### src/rtl/stopwatch_pkg.sv
// Shared state encoding and default constants for the stopwatch controller.
package stopwatch_pkg;

    typedef enum logic [1:0] {
        PAUSED = 2'd0,
        RUN    = 2'd1,
        ADJ    = 2'd2,
        CLEAR  = 2'd3
    } state_t;

    localparam int unsigned DEF_CLK_HZ    = 100_000_000;
    localparam int unsigned DEF_DB_CYCLES = 1_000_000;

    // Counter width able to hold 0..n-1, never narrower than one bit.
    function automatic int unsigned cnt_width(input int unsigned n);
        return (n < 2) ? 1 : $clog2(n);
    endfunction

endpackage

### src/rtl/stopwatch_ctrl_debouncer.sv
// Button conditioner: 2-flop synchronizer, stable-sample filter and a
// one-cycle press pulse on the filtered 0->1 edge.
module debouncer
    import stopwatch_pkg::*;
#(
    parameter int unsigned DB_CYCLES = DEF_DB_CYCLES
) (
    input  logic clk,
    input  logic rst_n,
    input  logic raw,
    output logic press
);

    localparam int unsigned CW = cnt_width(DB_CYCLES);

    logic [1:0]    sync_q;
    logic          level_q;
    logic [CW-1:0] cnt_q;
    logic          press_q;

    // cnt_q counts consecutive synchronized samples that disagree with level_q.
    always_ff @(posedge clk or negedge rst_n) begin
        if (!rst_n) begin
            sync_q  <= '0;
            level_q <= 1'b0;
            cnt_q   <= '0;
            press_q <= 1'b0;
        end else begin
            sync_q  <= {sync_q[0], raw};
            press_q <= 1'b0;
            if (sync_q[1] != level_q) begin
                if (cnt_q == CW'(DB_CYCLES - 1)) begin
                    level_q <= sync_q[1];
                    cnt_q   <= '0;
                    press_q <= sync_q[1];
                end else begin
                    cnt_q <= cnt_q + 1'b1;
                end
            end else begin
                cnt_q <= '0;
            end
        end
    end

    assign press = press_q;

endmodule

### src/rtl/stopwatch_ctrl.sv
// Stopwatch control: button conditioning, 1 Hz / 2 Hz prescaler and the
// PAUSED/RUN/ADJ/CLEAR sequencer. Optional blink toggle: STOPWATCH_BLINK_EN.
module stopwatch_ctrl
    import stopwatch_pkg::*;
#(
    parameter int unsigned CLK_HZ    = DEF_CLK_HZ,
    parameter int unsigned DB_CYCLES = DEF_DB_CYCLES
) (
    input  logic clk,
    input  logic rst_n,
    input  logic btnP,
    input  logic btnR,
    input  logic swADJ,
    input  logic swSEL,
    output logic cnt_en,
    output logic adj_en,
    output logic adj_sel,
    output logic clr,
    output logic paused,
    output logic blink
);

    localparam int unsigned PW = cnt_width(CLK_HZ);

    logic [1:0]    rst_sync_q;
    logic          rst_int;
    logic          p_press;
    logic          r_press;
    logic [1:0]    adj_sync_q;
    logic [1:0]    sel_sync_q;
    logic [PW-1:0] presc_q;
    logic          tick1;
    logic          tick2;
    state_t        state_q;
    state_t        state_d;
    logic          run_q;
    logic          run_d;
    logic          cnt_en_q;
    logic          adj_en_q;
    logic          clr_q;

    // Asynchronous assert, synchronous release.
    always_ff @(posedge clk or negedge rst_n) begin
        if (!rst_n) begin
            rst_sync_q <= '0;
        end else begin
            rst_sync_q <= {rst_sync_q[0], 1'b1};
        end
    end

    assign rst_int = rst_sync_q[1];

    debouncer #(.DB_CYCLES(DB_CYCLES)) u_db_p (
        .clk   (clk),
        .rst_n (rst_int),
        .raw   (btnP),
        .press (p_press)
    );

    debouncer #(.DB_CYCLES(DB_CYCLES)) u_db_r (
        .clk   (clk),
        .rst_n (rst_int),
        .raw   (btnR),
        .press (r_press)
    );

    always_ff @(posedge clk or negedge rst_int) begin
        if (!rst_int) begin
            adj_sync_q <= '0;
            sel_sync_q <= '0;
        end else begin
            adj_sync_q <= {adj_sync_q[0], swADJ};
            sel_sync_q <= {sel_sync_q[0], swSEL};
        end
    end

    assign tick1 = (presc_q == PW'(CLK_HZ - 1));
    assign tick2 = tick1 || (presc_q == PW'(CLK_HZ / 2 - 1));

    always_ff @(posedge clk or negedge rst_int) begin
        if (!rst_int) begin
            presc_q <= '0;
        end else if (state_q == CLEAR || tick1) begin
            presc_q <= '0;
        end else begin
            presc_q <= presc_q + 1'b1;
        end
    end

    always_ff @(posedge clk or negedge rst_int) begin
        if (!rst_int) begin
            state_q <= PAUSED;
            run_q   <= 1'b0;
        end else begin
            state_q <= state_d;
            run_q   <= run_d;
        end
    end

    always_comb begin
        state_d = state_q;
        run_d   = run_q;
        if (r_press) begin
            state_d = CLEAR;
            run_d   = 1'b0;
        end else begin
            unique case (state_q)
                CLEAR: begin
                    state_d = PAUSED;
                    run_d   = 1'b0;
                end
                PAUSED: begin
                    if (adj_sync_q[1]) begin
                        state_d = ADJ;
                    end else if (p_press) begin
                        state_d = RUN;
                        run_d   = 1'b1;
                    end
                end
                RUN: begin
                    if (adj_sync_q[1]) begin
                        state_d = ADJ;
                    end else if (p_press) begin
                        state_d = PAUSED;
                        run_d   = 1'b0;
                    end
                end
                ADJ: begin
                    if (!adj_sync_q[1]) begin
                        state_d = run_q ? RUN : PAUSED;
                    end else if (p_press) begin
                        run_d = ~run_q;
                    end
                end
                default: begin
                    state_d = PAUSED;
                    run_d   = 1'b0;
                end
            endcase
        end
    end

    // clr is registered from state_d so it is high exactly while state_q is
    // CLEAR; enables are dropped on the entry edge to keep all three exclusive.
    always_ff @(posedge clk or negedge rst_int) begin
        if (!rst_int) begin
            cnt_en_q <= 1'b0;
            adj_en_q <= 1'b0;
            clr_q    <= 1'b0;
        end else begin
            cnt_en_q <= tick1 && (state_q == RUN) && (state_d != CLEAR);
            adj_en_q <= tick2 && (state_q == ADJ) && run_q && (state_d != CLEAR);
            clr_q    <= (state_d == CLEAR);
        end
    end

    assign cnt_en  = cnt_en_q;
    assign adj_en  = adj_en_q;
    assign clr     = clr_q;
    assign adj_sel = sel_sync_q[1];
    assign paused  = ~run_q;

`ifdef STOPWATCH_BLINK_EN
    logic blink_q;

    always_ff @(posedge clk or negedge rst_int) begin
        if (!rst_int) begin
            blink_q <= 1'b1;
        end else if (state_q != ADJ) begin
            blink_q <= 1'b1;
        end else if (tick2) begin
            blink_q <= ~blink_q;
        end
    end

    assign blink = blink_q;
`else
    assign blink = 1'b1;
`endif

endmodule

### config.mk
export PLATFORM = sky130hd
export DESIGN_NAME = stopwatch_ctrl
export DESIGN_NICKNAME = d
export VERILOG_FILES = /design/src/rtl/stopwatch_pkg.sv /design/src/rtl/stopwatch_ctrl_debouncer.sv /design/src/rtl/stopwatch_ctrl.sv
export SDC_FILE = /design/constraint.sdc
export NUM_CORES = 1
export LEC_CHECK = 0
export ABC_CLOCK_PERIOD_IN_PS = 7900
export BUFFER_PORTS_ARGS = -buffer_cell sky130_fd_sc_hd__buf_2
export CAP_MARGIN = 20
export CELL_PAD_IN_SITES_DETAIL_PLACEMENT = 0
export CELL_PAD_IN_SITES_GLOBAL_PLACEMENT = 1
export CORE_MARGIN = 1
export CORE_UTILIZATION = 47
export CTS_CLUSTER_DIAMETER = 200
export DETAILED_ROUTE_END_ITERATION = 12
export PLACE_DENSITY_LB_ADDON = 0.3
export RECOVER_POWER = 50
export SLEW_MARGIN = 40
export SYNTH_ARGS = -nofsm -noshare
export SYNTH_HDL_FRONTEND = slang
export SYNTH_SLANG_ARGS = --single-unit
### constraint.sdc
create_clock -name clk -period 7.9 [get_ports clk]
set_clock_uncertainty 0.1 [all_clocks]
set_input_delay 0.79 -clock clk [delete_from_list [all_inputs] [get_ports clk]]
set_output_delay 0.79 -clock clk [all_outputs]
set_load 0.1 [all_outputs]
After elaboration in Yosys (flattened, before gate mapping)
Index checks and enable logic that the tools add are counted.
{"block": "word_totals", "ff_bits": 87}
{"block": "op_classes", "n_reduce_logical": 11, "muxes": 25, "eq_ne": 17, "bitwise_logic": 1, "addsub": 3}
{"op": "$mux 20", "n": 4}
{"op": "$add 20x1->20 const B", "n": 2}
{"op": "$eq 20x20->1 const B", "n": 2}
{"op": "$add 27x1->27 const B", "n": 1}
{"op": "$eq 27x26->1 const B", "n": 1}
{"op": "$eq 27x27->1 const B", "n": 1}
{"op": "$mux 27", "n": 1}
{"op": "$mux 1", "n": 12}
{"op": "$mux 2", "n": 6}
{"op": "$ne 3x1->1 const B", "n": 3}
{"op": "$ne 3x2->1 const B", "n": 3}
{"op": "$pmux 2 s4", "n": 1}
{"op": "$eq 2x2->1 const B", "n": 3}
{"op": "$reduce_and 6->1", "n": 1}
{"op": "$logic_and 1x1->1", "n": 5}
{"op": "$pmux 1 s4", "n": 1}
{"op": "$reduce_and 2->1", "n": 2}
{"op": "$eq 2x1->1 const B", "n": 1}
{"op": "$logic_not 2->1", "n": 1}
{"op": "$logic_or 1x1->1", "n": 2}
{"op": "$ne 1x1->1", "n": 2}
{"op": "$ne 2x2->1 const B", "n": 1}
{"op": "$not 1->1", "n": 1}

Longest topological paths before layout
Gate-level depths: netlist (run 1).
{"block": "depth", "ltp_word": 6, "ltp_mapped": 8, "ltp_nobuf": 6}

Modules after synthesis
From an unflattened synthesis (run 1), not the netlist that was laid out.
{"block": "unflattened", "cells_unflattened": 403, "area_unflattened_um2": 4259.1}
{"module": "debouncer", "cells_each": 107, "n_inst": 2, "seq_area_each_um2": 600.6, "area_each_um2": 1184.9}
{"module": "stopwatch_ctrl", "cells_each": 189, "n_inst": 1, "seq_area_each_um2": 975.9, "area_each_um2": 1889.3}

Worst setup path after synthesis (run 1)
OpenSTA, ideal clock, no wires.
{"block": "synth_timing", "kind": "register to output", "from": "register run_q", "to": "output port paused", "path_buffers": 0, "required_time_ns": 7.010, "arrival_ns": 1.039, "path_stages_with_launch": 2, "setup_slack_ns": 5.971, "path_cell_list": "dfrtp_1 > inv_1"}
{"block": "synth_between", "elab_chain_cells": 1}
{"element": "start, declared", "line": "stopwatch_ctrl.sv:36", "text": "logic run_q;"}
{"element": "start signal, assigned", "line": "stopwatch_ctrl.sv:96", "text": "run_q <= run_d;"}
{"element": "$not 1->1", "line": "stopwatch_ctrl.sv:161", "text": "assign paused = ~run_q;"}
{"element": "end, declared", "line": "stopwatch_ctrl.sv:19", "text": "output logic paused,"}
Every way passes these cells.

==> impl_metrics.toml, run 1 <==
[worst_setup_path]
timing.rr.start = "rst_sync_q[1]"
path_class = "flip-flop to asynchronous set/reset pin"
path_buf_inv = 1
cp_slowest_stage_delay_ps = 1490
worstSetupStartpointType = "flip-flop"
required_ps = 7870
r2r_slack_ps = 5250
cp_max_fo = 37
worst_ep_arrival_time_ps = 2620
r2r_cells = 1
endpoint_kind = "asynchronous set/reset pin"
r2r-end = "presc_q[20]"
slowest_stage = "clkbuf_1"
crit_family = "buffers and inverters"
cp_cell_sequence = "clkbuf_1"

[drt]
wl_per_cell_um = 14.2
ant_nets = 0
drt_iter0_markers = 56
drc_errors = 0
vias = 2796
viasPerCell = 5.38
first_pass_iters = 4
drt-total-wl_um = 7360

[power_and_ir_drop]
ir_drop_mv = 0.119
leakagePower_nw = 1.91
seq_power_share_pct = 54.2
pwr-share-comb_pct = 2.6
cellInternalPower_mw = 0.660
power_frac_clock_pct = 43.2
p_switching_mw = 0.182
fin_total_pwr_mw = 0.842
power_density_nw_per_um2 = 190
p_sw_share_pct = 21.6

[synth]
ys_warn_count = 0
syn_area_sq_um = 4080
synthCells = 398
synth_edf_count = 0
synth_area_leaders = "dfrtp_1, xor2_1, nor2_1"
avgSynthCellArea_sq_um = 10.3
ys.flop_type = "dfrtp_1"
yosysTopAreaCellShare_pct = 53.3
async_reset_ff_share_pct = 100
yosysTopAreaCell = "dfrtp_1"
yosysUniqueCellTypes = 47
seq_area_frac_synth_pct = 53.3
ys_seq_elements = 87

[hold_path]
hold_class = "primary input to asynchronous set/reset pin"

[grt]
first_global_vias = 2765
grt_first_pass_wirelength_um = 12800
grt_max_degree = 38
overflow = 0
track_usage_pct = 18.4
antenna_found_initial = 0

[floorplan]
rows = 33
ios = 12
coreArea_sq_um = 8300
die_area_sq_um = 9060
die-height_um = 95.2
die_w_um = 95.2
initial_core_util_pct = 49.2

[sta]
slew_viol_final = 72
layout_min_cycle_time_ps = 2650
fmax_ghz = 0.378
setup_violations = 0
setup_tns_ps = 0
relSlewSlack_pct = -33.4
fin_crit_sh_pct = 33.5
rsz0062_at_grt = "false"
fin_ws_ps = 5250
hold_viol_final = 0
worstMarginPinSlew_ps = 2000

[cts]
cts-hold-fix-buffers = 0
cts.reportedPaths.clkPinSlew_ps = 80
cts_resized = 0
cts_buffers = 9
htreeDepth = 3
cts_tree = "yes"
cts_sinks = 87
cts-root-buf = "clkbuf_8"
clk_latency_ps = 360
cts_buffer_depth = 2
post_cts_buffers = 0

[final_layout]
num_antenna_cells = 0
fin_area_sq_um = 4440
mostFrequentLayoutCell = "dfrtp_1"
final_cell_mix = "dfrtp_1, nor2_1, nand3_1"
instances_no_fill = 520
fillers = 727
drive_above_1_share_pct = 8.67
multiInputGateArea_sq_um = 1800
fin_nets = 419
syn_to_final_growth_pct = 8.74
seqCellArea_sq_um = 2180

[placement]
port_buffers = 10
placedInstanceArea_sq_um = 4230
hpwl_um = 5050
gp_congestion = 0.762
place_inst = 504
dp_slack_ps = 5730

[outcome]
failed_checks = "max-capacitance violations, max-slew violations"
status = "finished with violations"

[job]
max_cap_violations = 2
[power groups by stage]
stage / Sequential (mW) / Clock [mW] / Combinational (mW)
2_1_floorplan: 0.470 / 0 / 0.0122
3_3_place_gp: 0.472 / 0 / 0.0155
3_5_place_dp: 0.466 / 0 / 0.0249
4_1_cts: 0.457 / 0.371 / 0.0249
5_1_grt: 0.458 / 0.390 / 0.0256
6_report: 0.456 / 0.363 / 0.0221
[flip-flops by register name, summed over array words and instances (netlist names)]
name	count
u_db_p.press	1
run_q	1
u_db_p.cnt_q	20
state_q	2
u_db_p.sync_q	2
rst_sync_q	2
adj_sync_q	2
u_db_r.press	1
clr	1
u_db_r.cnt_q	20
cnt_en	1
u_db_r.sync_q	2
sel_sync_q	2
u_db_r.level_q	1
u_db_p.level_q	1
adj_en	1
presc_q	27
[cell usage after synthesis (4+ instances only)]
library cell and count:
nand2b_1 4, xnor2_1 24, and4_1 8, or2_2 5, nand3_1 36, dfrtp_1 87
nor2_1 69, and3_1 11, nor4_1 15, xor2_1 33, inv_1 8, nand2_1 23
a21oi_1 8, nand4_1 10, nor3_1 6
[cells by family (layout without fill, tap and decap cells)]
kind of cell,Yosys count,after routing,share of synthesized area [%]
mux,3,3,0.797
other cells,1,2,0.0919
xor+xnor,57,57,12.2
fa+ha+maj,3,3,0.920
flops,87,87,53.3
buf+inv,20,36,2.61
simple gates,206,206,26.2
compound gates,21,21,3.80
[cell type report]
| type | count | share of cell area [%] |
|---|---|---|
| flip-flops and latches | 87 | 49.1 |
| multi-input cells | 292 | 40.6 |
| clock buffers | 12 | 3.72 |
| well taps | 105 | 2.96 |
| clock inverters | 4 | 1.72 |
| repair buffers | 12 | 1.27 |
| inverters | 8 | 0.677 |
[per-layer routing]
metal	wire, um	GRT usage [%]
met5	0	0
met4	153	10.1
met3	168	2.71
met2	3290	27.4
met1	3740	25.7
[metrics by stage]
step           hold WS [ps]  utilization, %
2_1_floorplan           231               -
3_3_place_gp            233            50.5
3_5_place_dp            102            51.0
4_1_cts                95.3            53.9
5_1_grt                 103            53.5
6_report                106            53.5
[worst max path at each step]
stage | startpoint | endpoint | slack, ps | cells after the start
final | rst_sync_q[1] | presc_q[20] | 5250 | 1
after global routing | rst_sync_q[1] | presc_q[11] | 4650 | 1
after CTS | run_q | paused | 5630 | 2
after detailed placement | u_db_r.cnt_q[0] | u_db_r.cnt_q[19] | 5730 | 5
after global placement | u_db_r.cnt_q[0] | u_db_r.cnt_q[14] | 5830 | 5
after floorplan | rst_sync_q[1] | adj_en | 5200 | 0
Power figures use the tool's default switching activity.
==> run 2, diff against run 1 <==
Settings changed: ABC_AREA set to 1, ABC_CLOCK_PERIOD_IN_PS 7900 to 2760, CORE_UTILIZATION 47 to 46.
Clock period 7.9 ns to 2.76 ns, I/O delays scaled along.
==> run 2 against run 1 <==
The flow still finishes with violations (max-capacitance violations, max-slew violations). Sequential cell count is the same. Clock-buffer cell count shrank 1. Largest cell class unchanged. Via count grew 36%. Critical path depth grew 7. Area after synthesis grew 12%. Worst setup slack lost 4400 ps. First-iteration DRC count grew to 3.5 times the previous value. Critical endpoint is now presc_q[14]. Wire length grew 32%. Critical path type is now flip-flop to flip-flop. Sequential share of layout area shrank 5.8 points.
==> impl_metrics.toml, run 2 <==
[sta]
setup_tns_ps = 0
slew_viol_final = 38
worstMarginPinSlew_ps = 1650
setup_violations = 0
relSlewSlack_pct = -10.2
rsz0062_at_grt = "false"
hold_viol_final = 0
fmax_ghz = 0.521
layout_min_cycle_time_ps = 1920
fin_crit_sh_pct = 69.5

[cts]
cts-root-buf = "clkbuf_8"
htreeDepth = 3
cts_buffers = 9
post_cts_buffers = 0
cts-hold-fix-buffers = 5
clk_latency_ps = 360
cts_tree = "yes"
cts_resized = 0
cts_sinks = 87
cts_buffer_depth = 2
cts.reportedPaths.clkPinSlew_ps = 90

[grt]
grt_first_pass_wirelength_um = 16800
overflow = 0
antenna_found_initial = 0
grt_max_degree = 49
first_global_vias = 3571
track_usage_pct = 21.1

[synth]
synth_commonest_cells = "nor2_1, nand2_1, dfrtp_1"
synthCells = 617
seq_area_frac_synth_pct = 47.5
synth_edf_count = 0
async_reset_ff_share_pct = 100
yosysTopAreaCellShare_pct = 47.5
avgSynthCellArea_sq_um = 7.44
ys_seq_elements = 87
ys_warn_count = 0
yosysUniqueCellTypes = 27
syn_area_sq_um = 4590
yosysTopAreaCell = "dfrtp_1"
synth_area_leaders = "dfrtp_1, nor2_1, nand2_1"
ys.flop_type = "dfrtp_1"
synth.most_common_cell = "nor2_1"

[worst_setup_path]
path_class = "flip-flop to flip-flop"
required_ps = 2900
endpoint_kind = "flip-flop"
r2r_cells = 8
worstSetupStartpointType = "flip-flop"
slowest_stage = "dfrtp_1"
cp_slowest_stage_delay_ps = 450
r2r-end = "presc_q[14]"
cp_cell_sequence = "ha_1 > nand3_2 > inv_2 > nand2_4 > nor2_1 > nand2_1 > nand2_4 > nor2_1"
cp_max_fo = 27
r2r_slack_ps = 840
timing.rr.start = "presc_q[0]"
worst_ep_arrival_time_ps = 2060

[power_and_ir_drop]
power_density_nw_per_um2 = 517
leakagePower_nw = 2.17
ir_drop_mv = 0.407

[final_layout]
largest_reg_flops = 27
fin_nets = 650
num_antenna_cells = 0
instances_no_fill = 779
mostFrequentLayoutCell = "nor2_1"
drive_above_1_share_pct = 5.73
reg_top3 = "presc_q (27), u_db_p.cnt_q (20), u_db_r.cnt_q (20)"
final_cell_mix = "nor2_1, nand2_1, dfrtp_1"
largest_register = "presc_q"
syn_to_final_growth_pct = 9.71

[placement]
hpwl_um = 7180
gp_congestion = 0.873
port_buffers = 10
place_inst = 758

[floorplan]
die-height_um = 102
coreArea_sq_um = 9730
die_w_um = 102
ios = 12
rows = 36
initial_core_util_pct = 47.2
die_area_sq_um = 10400

[drt]
drt-total-wl_um = 9700
wl_per_cell_um = 12.5
viasPerCell = 4.89
drt_iter0_markers = 194
drc_errors = 0
ant_nets = 0
vias = 3808
first_pass_iters = 6

[job]
max_cap_violations = 1

[hold_path]
hold_class = "primary input to asynchronous set/reset pin"

[outcome]
status = "finished with violations"
failed_checks = "max-capacitance violations, max-slew violations"
==> run 2: cell count changes in the layout (fill, tap and decap cells not counted), sizes merged, moves of 8 or more <==
cell / change
and3: -11
and4: -8
inv: +62
nand2: +130
nand3: +21
nor2: +94
nor4: -15
o21ai: +8
xnor2: -12
xor2: -10
==> run 2: final cells by class <==
type | count | area [sq um]
flip-flops and latches | 87 | 2180
fillers | 973 | 4700
clock inverters | 5 | 40.0
multi-input cells | 459 | 2130
repair buffers | 16 | 118
clock buffers | 11 | 151
well taps | 133 | 166
inverters | 68 | 255
==> run 2: cell families (layout without fill, tap and decap cells) <==
| group | after synthesis | after routing | synth area share (%) |
|---|---|---|---|
| other | 1 | 2 | 0.0817 |
| buffers and inverters | 72 | 100 | 6.30 |
| XOR/XNOR | 35 | 35 | 6.68 |
| adder cells (fa/ha/maj) | 3 | 3 | 0.818 |
| AO/OA/AOI/OAI | 26 | 26 | 2.95 |
| AND/OR/NAND/NOR | 393 | 393 | 35.7 |
| flip-flops | 87 | 87 | 47.5 |
==> run 2: metrics by stage <==
stage	area (sq um)	worst slack, ps	hold WS, ps	power, mW	util [%]
6_report	5030	842	122	2.60	51.7
5_1_grt	5030	647	143	2.74	51.7
4_1_cts	5040	820	101	2.64	51.8
3_5_place_dp	4800	838	-35.8	1.76	49.3
3_3_place_gp	4800	936	-38.8	1.75	49.3
2_1_floorplan	4590	57.4	-120	1.69	-
==> run 2: worst max-delay path by stage <==
stage,start,endpoint,depth (start not counted)
2_1_floorplan,rst_sync_q[1],adj_en,0
3_3_place_gp,presc_q[0],presc_q[18],8
3_5_place_dp,presc_q[0],presc_q[14],8
4_1_cts,presc_q[0],presc_q[14],8
5_1_grt,presc_q[0],presc_q[17],8
6_report,presc_q[0],presc_q[14],8
==> run 2: power breakdown <==
group / switching [mW] / internal (mW)
Clock: 0.481 / 0.385
Sequential: 0.0903 / 1.34
Combinational: 0.209 / 0.0956
Total: 0.780 / 1.82
==> run 2: routing by layer <==
layer	up-vias	part of all wire [%]	routed length (um)	GRT usage, %
met4	0	1.7	161	7.14
met2	61	46	4480	34.4
met3	13	3.7	356	4.45
met5	-	0	0	0
met1	1774	49	4710	28.3
li1	1960	-	-	-
==> run 2: worst max-delay path: cells and delay by family (launching register included) <==
family / cells / cell delay [ps]
flip-flops: 1 / 450
adder cells (fa/ha/maj): 1 / 320
AND/OR/NAND/NOR: 6 / 790
buffers and inverters: 1 / 120
==> run 3, diff against run 2 <==
Settings changed: ABC_AREA 1 to 0, ABC_CLOCK_PERIOD_IN_PS 2760 to 1780, CORE_UTILIZATION 46 to 47.
Clock period 2.76 ns to 1.78 ns, I/O delays scaled along.
==> run 3 against run 2 <==
The run ends with negative setup slack left. Clock-buffer cell count is 2 higher. Global-route usage is 0.53 points higher. Sequential share of layout area decreased by 1.6 points. Critical path depth down 2. Combinational power fell by 54%. Total power increased by 39%. Final cell count is 23% lower. Core utilization increased by 11 points. Largest power group unchanged.
==> impl_metrics.toml, run 3 (synthesis gave the netlist of run 1 again) <==
[floorplan]
ios = 12
rows = 33
initial_core_util_pct = 49.2
coreArea_sq_um = 8300
die_w_um = 95.2
die-height_um = 95.2
die_area_sq_um = 9060

[sta]
relSlewSlack_pct = 26.2
fin_crit_sh_pct = 109
fmax_ghz = 0.515
rsz0062_at_grt = "true"
hold_viol_final = 0
fin_ws_ps = -161
worstMarginPinSlew_ps = 1110
layout_min_cycle_time_ps = 1940
setup_tns_ps = -2820
hold_ws_ps = 30.7
setup_violations = 22
slew_viol_final = 0

[grt]
grt_max_degree = 30
track_usage_pct = 21.7
grt_first_pass_wirelength_um = 14800
first_global_vias = 3147
antenna_found_initial = 0
overflow = 0

[job]
max_cap_violations = 0

[cts]
cts_buffers = 9
cts-root-buf = "clkbuf_8"
cts.reportedPaths.clkPinSlew_ps = 80
htreeDepth = 3
cts_tree = "yes"
cts_sinks = 87
cts_buffer_depth = 2
clk_latency_ps = 360

[drt]
vias = 3143
ant_nets = 0
wl_per_cell_um = 14.6
wl_met1_um = 4200
drc_errors = 0
first_pass_iters = 4
wl_met2_um = 4040
wl_met3_um = 217
drt-total-wl_um = 8690
viasPerCell = 5.26
top_layer = "met4"
drt_iter0_markers = 139

[worst_setup_path]
cp_cell_sequence = "nand4bb_1 > or3_1 > or3_4 > buf_6 > nand2_8 > nor2_1"
timing.rr.start = "presc_q[17]"
slowest_stage = "or3_4"
r2r_cells = 6
endpoint_kind = "flip-flop"
path_class = "flip-flop to flip-flop"
worstSetupStartpointType = "flip-flop"
cp_slowest_stage_delay_ps = 430
cp_max_fo = 8
r2r_slack_ps = -160
r2r-end = "presc_q[3]"
worst_ep_arrival_time_ps = 2090
required_ps = 1930

[final_layout]
syn_to_final_growth_pct = 28.1
reg_top3 = "presc_q (27), u_db_p.cnt_q (20), u_db_r.cnt_q (20)"
largest_reg_flops = 27
fin_nets = 496
largest_register = "presc_q"
post-route-util_pct = 63.0
drive_above_1_share_pct = 28.3
num_antenna_cells = 0
fin_area_sq_um = 5230
mostFrequentLayoutCell = "dfrtp_1"
final_cell_mix = "dfrtp_1, buf_4, nor2_1"
fillers = 681
instances_no_fill = 597

[power_and_ir_drop]
power_density_nw_per_um2 = 692
p_switching_mw = 0.803
p_sw_share_pct = 22.2
seq_power_share_pct = 56.0
fin_total_pwr_mw = 3.62
leakagePower_nw = 2.35
pwr-share-comb_pct = 3.9
ir_drop_mv = 0.429
power_frac_clock_pct = 40.1
cellInternalPower_mw = 2.82

[placement]
placedInstanceArea_sq_um = 4710
hpwl_um = 5660
gp_congestion = 0.868
place_inst = 566
dp_slack_ps = -144
port_buffers = 10

[outcome]
status = "finished with violations"
failed_checks = "negative setup slack"

[hold_path]
hold_class = "primary input to asynchronous set/reset pin"
run 3: final cells by class:
class | count | area [sq um] | share of cell area, %
flip-flops and latches | 87 | 2180 | 41.7
multi-input cells | 293 | 2000 | 38.4
repair buffers | 88 | 674 | 12.9
clock buffers | 13 | 169 | 3.23
well taps | 105 | 131 | 2.51
clock inverters | 3 | 40.0 | 0.766
inverters | 8 | 30.0 | 0.575
run 3: critical path: cells and delay by family (launching register included):
family                 cells  cell delay (ps)
DFF                        1              410
and+or+nand+nor            5             1160
buffers and inverters      1              150
run 3: worst max-delay path by stage:
stage | slack [ps] | start | end
3_3_place_gp | -130 | presc_q[25] | presc_q[8]
3_5_place_dp | -140 | presc_q[25] | presc_q[8]
5_1_grt | -250 | presc_q[19] | presc_q[8]
4_1_cts | -140 | presc_q[25] | presc_q[8]
2_1_floorplan | -100 | presc_q[25] | presc_q[8]
6_report | -160 | presc_q[17] | presc_q[3]
run 3: per-layer routing:
metal | global-route usage (%) | vias up
met4 | 10.4 | 0
met1 | 30.1 | 1540
met3 | 3.19 | 15
met2 | 33.3 | 46
met5 | 0 | -
li1 | - | 1542
run 3: what timing repair did:
| item | in CTS | in global routing |
|---|---|---|
| hold buffers | 5 | 0 |
| endpoints found under the setup margin | 28 | 55 |
| buffers inserted | 4 | 5 |
| pin swaps | 11 | 4 |
| gates cloned | 1 | 0 |
| resized for setup | 25 | 14 |
| hold endpoints to repair | 6 | 0 |
run 3: power groups by stage:
stage	Sequential (mW)	Clock, mW	Combinational [mW]
floorplan	2.09	0	0.0560
global placement	2.07	0	0.137
detailed placement	2.07	0	0.140
CTS	2.03	1.48	0.148
global route	2.03	1.56	0.161
finish	2.03	1.45	0.141
